<file path="src/rtl/ann_window_scheduler.sv">
// Window scheduler for the cascaded ANN classifier. It accepts one window, loads its
// features, steps the ANN stages under a watchdog, reports the result, then clears the ANN.
module ann_window_scheduler #(
    parameter int COORD_W    = 10,
    parameter int NUM_STAGES = 12,
    parameter int TIMEOUT    = 4095
) (
    input  logic               iClk,
    input  logic               iReset_n,
    input  logic               iWin_valid,
    input  logic [COORD_W-1:0] iWin_x,
    input  logic [COORD_W-1:0] iWin_y,
    output logic               oWin_ready,
    output logic               oLoad_start,
    output logic [COORD_W-1:0] oLoad_x,
    output logic [COORD_W-1:0] oLoad_y,
    input  logic               iLoad_done,
    output logic               oRun_ANN,
    input  logic               iFinish_Stage,
    input  logic               iStage_pass,
    output logic               oANN_clear,
    output logic               oResult_valid,
    output logic               oResult_face,
    output logic [3:0]         oResult_stage,
    input  logic               iResult_ready,
    output logic               oBusy,
    output logic               oTimeout_err,
    output logic [15:0]        oWin_count,
    output logic [15:0]        oFace_count
);
    localparam int WD_W = $clog2(TIMEOUT + 1);
    localparam logic [3:0]      LAST_STAGE = 4'(NUM_STAGES - 1);
    localparam logic [WD_W-1:0] WD_LAST    = WD_W'(TIMEOUT - 1);

    typedef enum logic [2:0] {
        IDLE, LOAD, WAIT_LOAD, RUN, REPORT, CLEAR
    } state_t;

    state_t             state_reg;
    logic [3:0]         stage_cnt_reg;
    logic [WD_W-1:0]    watchdog_reg;
    logic               win_ready_reg;
    logic               load_start_reg;
    logic [COORD_W-1:0] load_x_reg;
    logic [COORD_W-1:0] load_y_reg;
    logic               run_reg;
    logic               ann_clear_reg;
    logic               result_valid_reg;
    logic               result_face_reg;
    logic               busy_reg;
    logic               timeout_err_reg;
    logic [15:0]        win_count_reg;
    logic [15:0]        face_count_reg;

    always_ff @(posedge iClk) begin
        if (!iReset_n) begin
            state_reg        <= IDLE;
            stage_cnt_reg    <= '0;
            watchdog_reg     <= '0;
            win_ready_reg    <= 1'b0;
            load_start_reg   <= 1'b0;
            load_x_reg       <= '0;
            load_y_reg       <= '0;
            run_reg          <= 1'b0;
            ann_clear_reg    <= 1'b0;
            result_valid_reg <= 1'b0;
            result_face_reg  <= 1'b0;
            busy_reg         <= 1'b0;
            timeout_err_reg  <= 1'b0;
            win_count_reg    <= '0;
            face_count_reg   <= '0;
        end else begin
            load_start_reg <= 1'b0;
            ann_clear_reg  <= 1'b0;
            case (state_reg)
                IDLE: begin
                    win_ready_reg <= 1'b1;
                    if (iWin_valid && win_ready_reg) begin
                        load_x_reg     <= iWin_x;
                        load_y_reg     <= iWin_y;
                        stage_cnt_reg  <= '0;
                        watchdog_reg   <= '0;
                        win_ready_reg  <= 1'b0;
                        load_start_reg <= 1'b1;
                        busy_reg       <= 1'b1;
                        state_reg      <= LOAD;
                    end
                end
                LOAD: state_reg <= WAIT_LOAD;
                WAIT_LOAD: begin
                    if (iLoad_done) begin
                        run_reg   <= 1'b1;
                        state_reg <= RUN;
                    end
                end
                RUN: begin
                    // A stage completion always takes priority over the watchdog expiring.
                    if (iFinish_Stage) begin
                        if (iStage_pass && stage_cnt_reg != LAST_STAGE) begin
                            stage_cnt_reg <= stage_cnt_reg + 4'd1;
                            watchdog_reg  <= '0;
                        end else begin
                            result_face_reg  <= iStage_pass;
                            result_valid_reg <= 1'b1;
                            run_reg          <= 1'b0;
                            state_reg        <= REPORT;
                        end
                    end else if (watchdog_reg == WD_LAST) begin
                        timeout_err_reg  <= 1'b1;
                        result_face_reg  <= 1'b0;
                        result_valid_reg <= 1'b1;
                        run_reg          <= 1'b0;
                        state_reg        <= REPORT;
                    end else begin
                        watchdog_reg <= watchdog_reg + 1'b1;
                    end
                end
                REPORT: begin
                    if (iResult_ready) begin
                        result_valid_reg <= 1'b0;
                        if (win_count_reg != 16'hFFFF)
                            win_count_reg <= win_count_reg + 16'd1;
                        if (result_face_reg && face_count_reg != 16'hFFFF)
                            face_count_reg <= face_count_reg + 16'd1;
                        ann_clear_reg <= 1'b1;
                        state_reg     <= CLEAR;
                    end
                end
                CLEAR: begin
                    win_ready_reg <= 1'b1;
                    busy_reg      <= 1'b0;
                    state_reg     <= IDLE;
                end
                default: state_reg <= IDLE;
            endcase
        end
    end

    assign oWin_ready    = win_ready_reg;
    assign oLoad_start   = load_start_reg;
    assign oLoad_x       = load_x_reg;
    assign oLoad_y       = load_y_reg;
    assign oRun_ANN      = run_reg;
    assign oANN_clear    = ann_clear_reg;
    assign oResult_valid = result_valid_reg;
    assign oResult_face  = result_face_reg;
    assign oResult_stage = stage_cnt_reg;
    assign oBusy         = busy_reg;
    assign oTimeout_err  = timeout_err_reg;
    assign oWin_count    = win_count_reg;
    assign oFace_count   = face_count_reg;

endmodule

</file>
<file path="config.mk">
export PLATFORM = sky130hd
export DESIGN_NAME = ann_window_scheduler
export DESIGN_NICKNAME = d
export VERILOG_FILES = /design/src/rtl/ann_window_scheduler.sv
export SDC_FILE = /design/constraint.sdc
export NUM_CORES = 1
export LEC_CHECK = 0
export ABC_AREA = 1
export BUFFER_PORTS_ARGS = -buffer_cell sky130_fd_sc_hd__buf_2
export CAP_MARGIN = 20
export CORE_UTILIZATION = 49
export DETAILED_ROUTE_END_ITERATION = 16
export PLACE_DENSITY_LB_ADDON = 0.25
export SLEW_MARGIN = 10
export SYNTH_ARGS = -nofsm -noshare
export SYNTH_HDL_FRONTEND = slang
export SYNTH_SLANG_ARGS = --single-unit
</file>
<file path="constraint.sdc">
create_clock -name iClk -period 2.3 [get_ports iClk]
set_input_delay 0.23 -clock iClk [delete_from_list [all_inputs] [get_ports iClk]]
set_output_delay 0.23 -clock iClk [all_outputs]
set_load 0.05 [all_outputs]
</file>
==> results of run 1 <==
## layer usage
layer,share of wire,wire [µm],up-vias,global-route usage
li1,-,-,2138,-
met5,0,0,-,0
met1,0.43,4330,1916,0.273
met4,0.011,113,0,0.0922
met2,0.50,5010,123,0.393
met3,0.058,586,8,0.0558
## final cells by class
class,count,area [µm²],share of cell area
Sequential cell,79,1580,0.321
Tap cell,105,131,0.0266
Clock buffer,11,151,0.0307
Inverter,52,195,0.0396
Multi-Input combinational cell,462,2310,0.468
Clock inverter,5,63.8,0.0129
Timing Repair Buffer,95,500,0.101
## where the power goes
| group | total [mW] | leakage, nW | switching [mW] | internal (mW) |
|---|---|---|---|---|
| logic | 1.14 | 1.36 | 0.825 | 0.316 |
| clock network | 1.12 | 0.107 | 0.547 | 0.571 |
| registers | 1.64 | 0.639 | 0.129 | 1.51 |
## cells by family (layout without fill, tap and decap cells)
| kind of cell | after synthesis | after routing | share of synthesized area |
|---|---|---|---|
| adder cells (fa/ha/maj) | 5 | 5 | 0.0147 |
| buffers and inverters | 75 | 163 | 0.0867 |
| AND/OR/NAND/NOR | 360 | 360 | 0.381 |
| AO/OA/AOI/OAI | 76 | 76 | 0.103 |
| XOR/XNOR | 21 | 21 | 0.0432 |
| flip-flops | 79 | 79 | 0.371 |
## worst min-delay path, delay by kind of cell
family                 cells  cell delay (ns)
AND/OR/NAND/NOR            1             0.05
buffers and inverters      1             0.09
AO/OA/AOI/OAI              1             0.05
## synthesized netlist by cell type, types with 10 or more instances
library cell	number
nand3_1	32
nand2_2	11
nand2_1	191
xnor2_1	11
dfxtp_1	79
inv_1	45
a21oi_1	48
nand4_1	22
xor2_1	10
o21ai_0	11
nor2_1	78
a21oi_2	13
## per-stage QoR
stage,area [µm²],utilization
3_5_place_dp,4720,0.568
2_1_floorplan,4260,-
5_1_grt,4930,0.594
6_report,4930,0.594
4_1_cts,4930,0.594
3_3_place_gp,4720,0.568
## worst paths after layout
kind                                            startpoint                          end  slack, ns
worst min-delay path                             iWin_x[7]      oLoad_x[7]$_SDFFE_PN0P_       0.11
worst min register to register  oResult_valid$_SDFFE_PN0P_   oResult_valid$_SDFFE_PN0P_       0.46
worst max-delay path            oWin_count[0]$_SDFFE_PN0P_  oWin_count[11]$_SDFFE_PN0P_       0.49
worst max register to register  oWin_count[0]$_SDFFE_PN0P_  oWin_count[11]$_SDFFE_PN0P_       0.49
==> flow_metrics.env, run 1 <==
export IMPL_status="finished, final reports clean"
export IMPL_area_growth_pct=15.8
export IMPL_cp_start_kind="flop"
export IMPL_instances_no_fill=809
export IMPL_track_usage=0.229
export IMPL_p_total_mw=3.90
export IMPL_layout_common_cells="191 x nand2_1, 90 x buf_2, 79 x dfxtp_1"
export IMPL_final_common_cell="nand2_1"
export IMPL_path_delay_family="simple AND/OR/NAND/NOR gates"
export IMPL_yosysTopAreaCellShare=0.371
export IMPL_clock_sinks=79
export IMPL_crit_buf_inv=1
export IMPL_tightestPinTransition_ns=0.850
export IMPL_avgSynthCellArea_um2=6.91
export IMPL_seq_area_frac_synth=0.371
export IMPL_synthArstFlopShare=0
export IMPL_peakVddDrop_mv=0.353
export IMPL_row_count=33
export IMPL_cts_buffers_inserted=9
export IMPL_first_pass_iters=4
export IMPL_maxCapViolCount=0
export IMPL_synth_edf_count=0
export IMPL_required_ns=2.51
export IMPL_io_pins=91
export IMPL_worstSetupEndpointType="flop"
export IMPL_postCtsSetupRepairBufs=0
export IMPL_drc=0
export IMPL_min_path_cells=3
export IMPL_tns_ns=0
export IMPL_clockRootBuffer="clkbuf_8"
export IMPL_slew_headroom=0.433
export IMPL_period_minus_slack_ns=1.81
export IMPL_dpl_cell_count=793
export IMPL_grt_max_degree=42
export IMPL_ys_ff_latch=79
export IMPL_fin_skew_ns=0.00960
export IMPL_grt_pass1_wl_mm=16.4
export IMPL_clk_pin_slew_ns=0.09
export IMPL_synth_nets=648
export IMPL_dp_hpwl_mm=7.10
export IMPL_die_h_um=95.2
export IMPL_insertedDiodeCount=0
export IMPL_max_freq_mhz=552
export IMPL_synthFlopType="dfxtp_1"
export IMPL_path_max_fanout=13
export IMPL_yosys_area_top_type="dfxtp_1"
export IMPL_slowest_stage="dfxtp_1"
export IMPL_drv_slew=0
export IMPL_cp_cell_sequence="ha_1 -> nand2_1 -> nor2_4 -> nand4_2 -> nand2_2 -> inv_1 -> nand2_1 -> a21oi_2"
export IMPL_finalWeightedCongestion=0.893
export IMPL_whs_ns=0.107
export IMPL_vias=4185
export IMPL_cts_tree="yes"
export IMPL_htreeDepth=3
export IMPL_insertion_delay_ns=0.36
export IMPL_powerDensity_nw_per_um2=790
export IMPL_cts_hold_buf=0
export IMPL_synthTopCellsByArea="dfxtp_1 37%, nand2_1 17%, nor2_1 6.9%"
export IMPL_max_stage_delay_ns=0.39
export IMPL_synth_area_um2=4260
export IMPL_path_depth=8
export IMPL_p_leak_nw=2.10
export IMPL_clock_path_buffers=2
export IMPL_overflow=0
export IMPL_rsz0062_at_grt="false"
export IMPL_die_w_um=95.2
export IMPL_fin_crit_sh=0.788
export IMPL_port_buffers=90
export IMPL_dp_slack_ns=0.515
export IMPL_ys_types=35
export IMPL_postRouteAntennaNets=0
export IMPL_wirelength_mm=10.0
export IMPL_antenna_found_initial=0
export IMPL_cp_arrival_ns=2.02
export IMPL_hold_viol=0
export IMPL_cpMostUsedCell="nand2_1"
export IMPL_fill_cells=783
export IMPL_hp_class="in2reg"
export IMPL_cts_resized=0
export IMPL_drive_gt1_frac=0.226
export IMPL_drt_iter0_markers=186
export IMPL_final_nets=731
export IMPL_syn_inst=616
export IMPL_via_per_inst=5.17
export IMPL_fin_ws_ns=0.488
export IMPL_setup_violations=0
export IMPL_grt_pass1_vias=3727
export IMPL_yosysWarnings=0
export IMPL_core_um2=8300
export IMPL_wire_per_inst_um=12.4
export IMPL_critPathKind="reg2reg"
export IMPL_initial_core_util=0.513
export IMPL_die_area_um2=9070
export IMPL_reg2regPathDepth=8
Note: power is estimated with default switching activity, not from simulation.
==> inputs of run 2 (changes only) <==
==> constraint.sdc (replaced) <==
create_clock -name iClk -period 1.6 [get_ports iClk]
set_input_delay 0.16 -clock iClk [delete_from_list [all_inputs] [get_ports iClk]]
set_output_delay 0.16 -clock iClk [all_outputs]
set_load 0.05 [all_outputs]
==> flow_metrics.env, run 2 (synthesis results as in run 1) <==
export IMPL_status="finished, final reports clean"
export IMPL_via_per_inst=5.11
export IMPL_finalWeightedCongestion=0.867
export IMPL_drc=0
export IMPL_dp_hpwl_mm=7.36
export IMPL_peakVddDrop_mv=0.753
export IMPL_clockRootBuffer="clkbuf_8"
export IMPL_insertion_delay_ns=0.37
export IMPL_setup_violations=0
export IMPL_route_met2_wl_mm=4.87
export IMPL_critPathKind="reg2reg"
export IMPL_track_usage=0.238
export IMPL_vias=4249
export IMPL_clock_sinks=79
export IMPL_overflow=0
export IMPL_cp_start_kind="flop"
export IMPL_drv_slew=0
export IMPL_maxCapViolCount=0
export IMPL_port_buffers=90
export IMPL_final_core_util=0.630
export IMPL_grt_pass1_wl_mm=17.2
export IMPL_p_leak_nw=2.25
export IMPL_period_minus_slack_ns=1.51
export IMPL_dp_slack_ns=0.0478
export IMPL_wire_per_inst_um=12.3
export IMPL_row_count=33
export IMPL_layout_common_cells="190 x nand2_1, 90 x buf_2, 76 x nor2_1"
export IMPL_initial_core_util=0.513
export IMPL_worstSetupEndpointType="flop"
export IMPL_required_ns=1.87
export IMPL_p_total_mw=5.87
export IMPL_fin_ws_ns=0.0948
export IMPL_postRouteAntennaNets=0
export IMPL_max_freq_mhz=664
export IMPL_grt_pass1_vias=3953
export IMPL_die_w_um=95.2
export IMPL_fin_skew_ns=0.0144
export IMPL_tightestPinTransition_ns=0.327
export IMPL_wirelength_mm=10.3
export IMPL_io_pins=91
export IMPL_die_area_um2=9070
export IMPL_highest_layer="met4"
export IMPL_first_pass_iters=5
export IMPL_hold_viol=0
export IMPL_final_nets=754
export IMPL_fin_crit_sh=0.941
export IMPL_hp_class="in2reg"
export IMPL_postCtsSetupRepairBufs=0
export IMPL_instances_no_fill=832
export IMPL_dpl_cell_count=816
export IMPL_dr_wl_met3_um=614
export IMPL_insertedDiodeCount=0
export IMPL_drive_gt1_frac=0.300
export IMPL_grt_max_degree=50
export IMPL_slew_headroom=0.781
export IMPL_htreeDepth=3
export IMPL_die_h_um=95.2
export IMPL_cts_buffers_inserted=9
export IMPL_clk_pin_slew_ns=0.09
export IMPL_powerDensity_nw_per_um2=1120
export IMPL_final_common_cell="nand2_1"
export IMPL_cts_tree="yes"
export IMPL_path_max_fanout=6
export IMPL_fill_cells=776
export IMPL_clock_path_buffers=2
export IMPL_area_growth_pct=22.8
export IMPL_wl_met1_mm=4.67
export IMPL_cp_arrival_ns=1.78
export IMPL_drt_iter0_markers=168
export IMPL_core_um2=8300
export IMPL_antenna_found_initial=0
## run 2: cell type report
class                   count  area, µm²  area share
flip-flops and latches     79       1620       0.310
clock inverters             6       93.8      0.0179
well taps                 105        131      0.0251
clock buffers              10        128      0.0244
inverters                  52        200      0.0383
multi-input cells         462       2360       0.452
repair buffers            118        689       0.132
## run 2: metal layers
layer / track usage / vias up
li1: - / 2193
met1: 0.297 / 1929
met2: 0.398 / 118
met3: 0.0558 / 9
met4: 0.0884 / 0
met5: 0 / -
## run 2: stage by stage
stage | setup TNS (ns) | hold slack, ns | cell area (µm²)
finish | 0 | 0.0327 | 5230
global route | -0.121 | 0.0324 | 5230
CTS | 0 | 0.0205 | 5160
detailed placement | 0 | 0.416 | 4940
global placement | 0 | 0.409 | 4940
floorplan | 0 | 0.303 | 4300
## run 2: worst paths after layout
| check | cells after the start | slack, ns | from | to |
|---|---|---|---|---|
| worst max-delay path | 9 | 0.09 | state_reg[0]$_SDFFE_PN0P_ | oResult_stage[1]$_SDFFE_PN0P_ |
| worst min-delay path | 3 | 0.03 | iWin_x[3] | oLoad_x[3]$_SDFFE_PN0P_ |
| worst max register to register | 9 | 0.09 | state_reg[0]$_SDFFE_PN0P_ | oResult_stage[1]$_SDFFE_PN0P_ |
| worst min register to register | 2 | 0.47 | oLoad_y[9]$_SDFFE_PN0P_ | oLoad_y[9]$_SDFFE_PN0P_ |
## run 2: where the power goes
group	total [mW]	switching [mW]	leakage [nW]	internal (mW)
clock	1.69	0.802	0.107	0.891
combinational	1.82	1.27	1.49	0.554
sequential	2.36	0.182	0.655	2.18
total	5.87	2.25	2.25	3.62
## run 2: what timing repair did
item                                    in CTS  in global routing
gates resized for setup                      0                 19
hold buffers                                 0                  0
endpoints found under the setup margin       0                 42
## run 2: worst max-delay path, stage by stage, from the launching register on
cell and delay (ns):
dfxtp_1 0.36, inv_2 0.12, nand2_1 0.13, nor2_4 0.15, nand3_4 0.13, nand2_1 0.12
nand2_1 0.13, inv_2 0.10, nor2_1 0.04, nor3_1 0.14
==> inputs of run 3 (changes only) <==
--- a/config.mk
+++ b/config.mk
@@ -5,10 +5,9 @@
 export SDC_FILE = /design/constraint.sdc
 export NUM_CORES = 1
 export LEC_CHECK = 0
-export ABC_AREA = 1
 export BUFFER_PORTS_ARGS = -buffer_cell sky130_fd_sc_hd__buf_2
 export CAP_MARGIN = 20
-export CORE_UTILIZATION = 49
+export CORE_UTILIZATION = 53
 export DETAILED_ROUTE_END_ITERATION = 16
 export PLACE_DENSITY_LB_ADDON = 0.25
 export SLEW_MARGIN = 10
==> constraint.sdc (replaced) <==
create_clock -name iClk -period 1.5 [get_ports iClk]
set_input_delay 0.15 -clock iClk [delete_from_list [all_inputs] [get_ports iClk]]
set_output_delay 0.15 -clock iClk [all_outputs]
set_load 0.05 [all_outputs]
==> flow_metrics.env, run 3 <==
export IMPL_status="finished, violations left"
export IMPL_violations="setup timing"
export IMPL_postRouteAntennaNets=0
export IMPL_antenna_found_initial=0
export IMPL_seq_area_frac_synth=0.417
export IMPL_synth_most_common_cell="nand2_1"
export IMPL_drc=0
export IMPL_vias=4442
export IMPL_cts_tree="yes"
export IMPL_overflow=0
export IMPL_synth_compound_gate_area_share=0.187
export IMPL_cts_buffers_inserted=9
export IMPL_rsz0062_at_grt="true"
export IMPL_insertedDiodeCount=0
export IMPL_final_nets=660
export IMPL_ys_types=52
export IMPL_setup_violations=53
export IMPL_tns_ns=-9.47
export IMPL_worstSetupEndpointType="flop"
export IMPL_path_max_fanout=6
export IMPL_synthTopCellsByArea="dfxtp_1 42%, nand2_1 7.9%, a21oi_1 6.1%"
export IMPL_track_usage=0.334
export IMPL_fin_crit_sh=1.31
export IMPL_clock_sinks=79
export IMPL_die_w_um=86.6
export IMPL_max_freq_mhz=510
export IMPL_yosysWarnings=0
export IMPL_finalWeightedCongestion=0.864
export IMPL_dpl_cell_count=694
export IMPL_reg2reg_from="state_reg[0]$_SDFFE_PN0P_"
export IMPL_synthXorXnorAreaFrac=0.00462
export IMPL_area_growth_pct=52.9
export IMPL_instances_no_fill=729
export IMPL_synth_area_um2=3790
export IMPL_layout_common_cells="90 x buf_2, 79 x buf_4, 77 x nand2_1"
export IMPL_r2r_end="oWin_count[5]$_SDFFE_PN0P_"
export IMPL_synthTopCellsByCount="80 x nand2_1, 79 x dfxtp_1, 46 x a21oi_1"
export IMPL_synth_nets=489
export IMPL_port_buffers=90
export IMPL_p_leak_nw=2.28
export IMPL_yosys_area_top_type="dfxtp_1"
export IMPL_grt_pass1_wl_mm=19.5
export IMPL_postPlaceCellArea_um2=5100
export IMPL_drt_iter0_markers=307
export IMPL_min_path_cells=3
export IMPL_dp_hpwl_mm=7.47
export IMPL_reg2reg_slack_ns=-0.46
export IMPL_cts_hold_buf=0
export IMPL_synth_edf_count=0
export IMPL_maxCapViolCount=0
export IMPL_synthMuxAreaShare=0.0422
export IMPL_peakVddDrop_mv=0.538
export IMPL_hp_class="in2reg"
export IMPL_htreeDepth=3
export IMPL_cp_arrival_ns=2.19
export IMPL_cp_start_kind="flop"
export IMPL_wire_per_inst_um=18.7
export IMPL_hold_viol=0
export IMPL_yosys_area_share_simple=0.288
export IMPL_required_ns=1.73
export IMPL_powerDensity_nw_per_um2=750
export IMPL_holdCritStartpoint="iWin_y[5]"
export IMPL_grt_pass1_vias=4045
export IMPL_dp_slack_ns=-0.267
export IMPL_synth_top_family_by_area="simple AND/OR/NAND/NOR gates"
export IMPL_tightestPinTransition_ns=0.583
export IMPL_fin_skew_ns=0.00956
export IMPL_first_pass_iters=5
export IMPL_clockRootBuffer="clkbuf_8"
export IMPL_clock_path_buffers=2
export IMPL_io_pins=91
export IMPL_fin_area_um2=5800
export IMPL_yosysTopAreaCellShare=0.417
export IMPL_synthArstFlopShare=0
export IMPL_initial_core_util=0.552
export IMPL_period_minus_slack_ns=1.96
export IMPL_drive_gt1_frac=0.491
export IMPL_grt_max_degree=39
export IMPL_syn_inst=457
export IMPL_insertion_delay_ns=0.36
export IMPL_final_common_cell="buf_2"
export IMPL_ys_ff_latch=79
export IMPL_synthFlopType="dfxtp_1"
export IMPL_core_um2=6870
export IMPL_clk_pin_slew_ns=0.09
export IMPL_fill_cells=387
export IMPL_reg2regPathDepth=7
export IMPL_fin_ws_ns=-0.460
export IMPL_p_total_mw=4.35
export IMPL_die_h_um=86.6
export IMPL_whs_endpoint="oLoad_y[5]$_SDFFE_PN0P_"
export IMPL_drv_slew=0
export IMPL_critPathKind="reg2reg"
export IMPL_slew_headroom=0.609
export IMPL_synthAdderAreaFrac=0.0165
export IMPL_row_count=30
export IMPL_via_per_inst=6.09
export IMPL_final_core_util=0.845
export IMPL_whs_ns=0.0139
export IMPL_die_area_um2=7500
export IMPL_wirelength_mm=13.6
export IMPL_avgSynthCellArea_um2=8.30
==> run 3: how the worst max path moves through the flow <==
stage                                               end  slack (ns)  cells past startpoint                          from
after floorplan            oFace_count[12]$_SDFFE_PN0P_       -0.22                      5   oFace_count[1]$_SDFFE_PN0P_
after global placement    watchdog_reg[10]$_SDFFE_PN0P_       -0.20                      6  watchdog_reg[0]$_SDFFE_PN0P_
after global routing         oWin_count[5]$_SDFFE_PN0P_       -0.42                      7     state_reg[1]$_SDFFE_PN0P_
final                        oWin_count[5]$_SDFFE_PN0P_       -0.46                      7     state_reg[0]$_SDFFE_PN0P_
after CTS                   oWin_count[13]$_SDFFE_PN0P_       -0.22                      5     state_reg[1]$_SDFFE_PN0P_
after detailed placement   watchdog_reg[9]$_SDFFE_PN0P_       -0.27                      6  watchdog_reg[0]$_SDFFE_PN0P_
==> run 3: kinds of logic after synthesis <==
| kind of cell | after synthesis |
|---|---|
| and+or+nand+nor | 201 |
| AOI/OAI and AO/OA | 115 |
| DFF | 79 |
| buffers and inverters | 39 |
| muxes | 16 |
| adders and majority gates | 5 |
| xor gates and xnor gates | 2 |
==> run 3: critical path, stage by stage, from the launching register on <==
cell      delay [ns]
dfxtp_2         0.35
nor4bb_4        0.37
buf_6           0.22
buf_4           0.13
buf_4           0.10
and3_1          0.18
a41oi_1         0.17
nor3_1          0.31
==> run 3: what timing repair did <==
item / CTS / global route
setup endpoints to repair: 50 / 75
hold endpoints to repair: 0 / 0
setup buffers: 9 / 8
resized for setup: 42 / 31
cloned: 1 / 2
pin swaps: 25 / 15
==> run 3: where the power goes <==
part | internal [mW] | switching, mW
Combinational | 0.222 | 0.446
Clock | 0.622 | 0.892
Sequential | 2.12 | 0.0460
Total | 2.97 | 1.38
==> run 3: area by class of cell <==
cell class / count / area, µm² / share of cell area
clock buffer: 9 / 124 / 0.0213
inverter: 16 / 60.1 / 0.0103
multi-input combinational: 340 / 2530 / 0.436
clock inverter: 7 / 52.6 / 0.00906
sequential: 79 / 1690 / 0.290
tap: 96 / 120 / 0.0207
timing repair buffer: 182 / 1230 / 0.212
==> run 3: per-layer routing <==
layer	GRT usage	vias up	part of all wire
li1	-	2025	-
met1	0.383	2114	0.39
met2	0.589	241	0.50
met3	0.0667	62	0.060
met4	0.174	0	0.052
met5	0	-	0
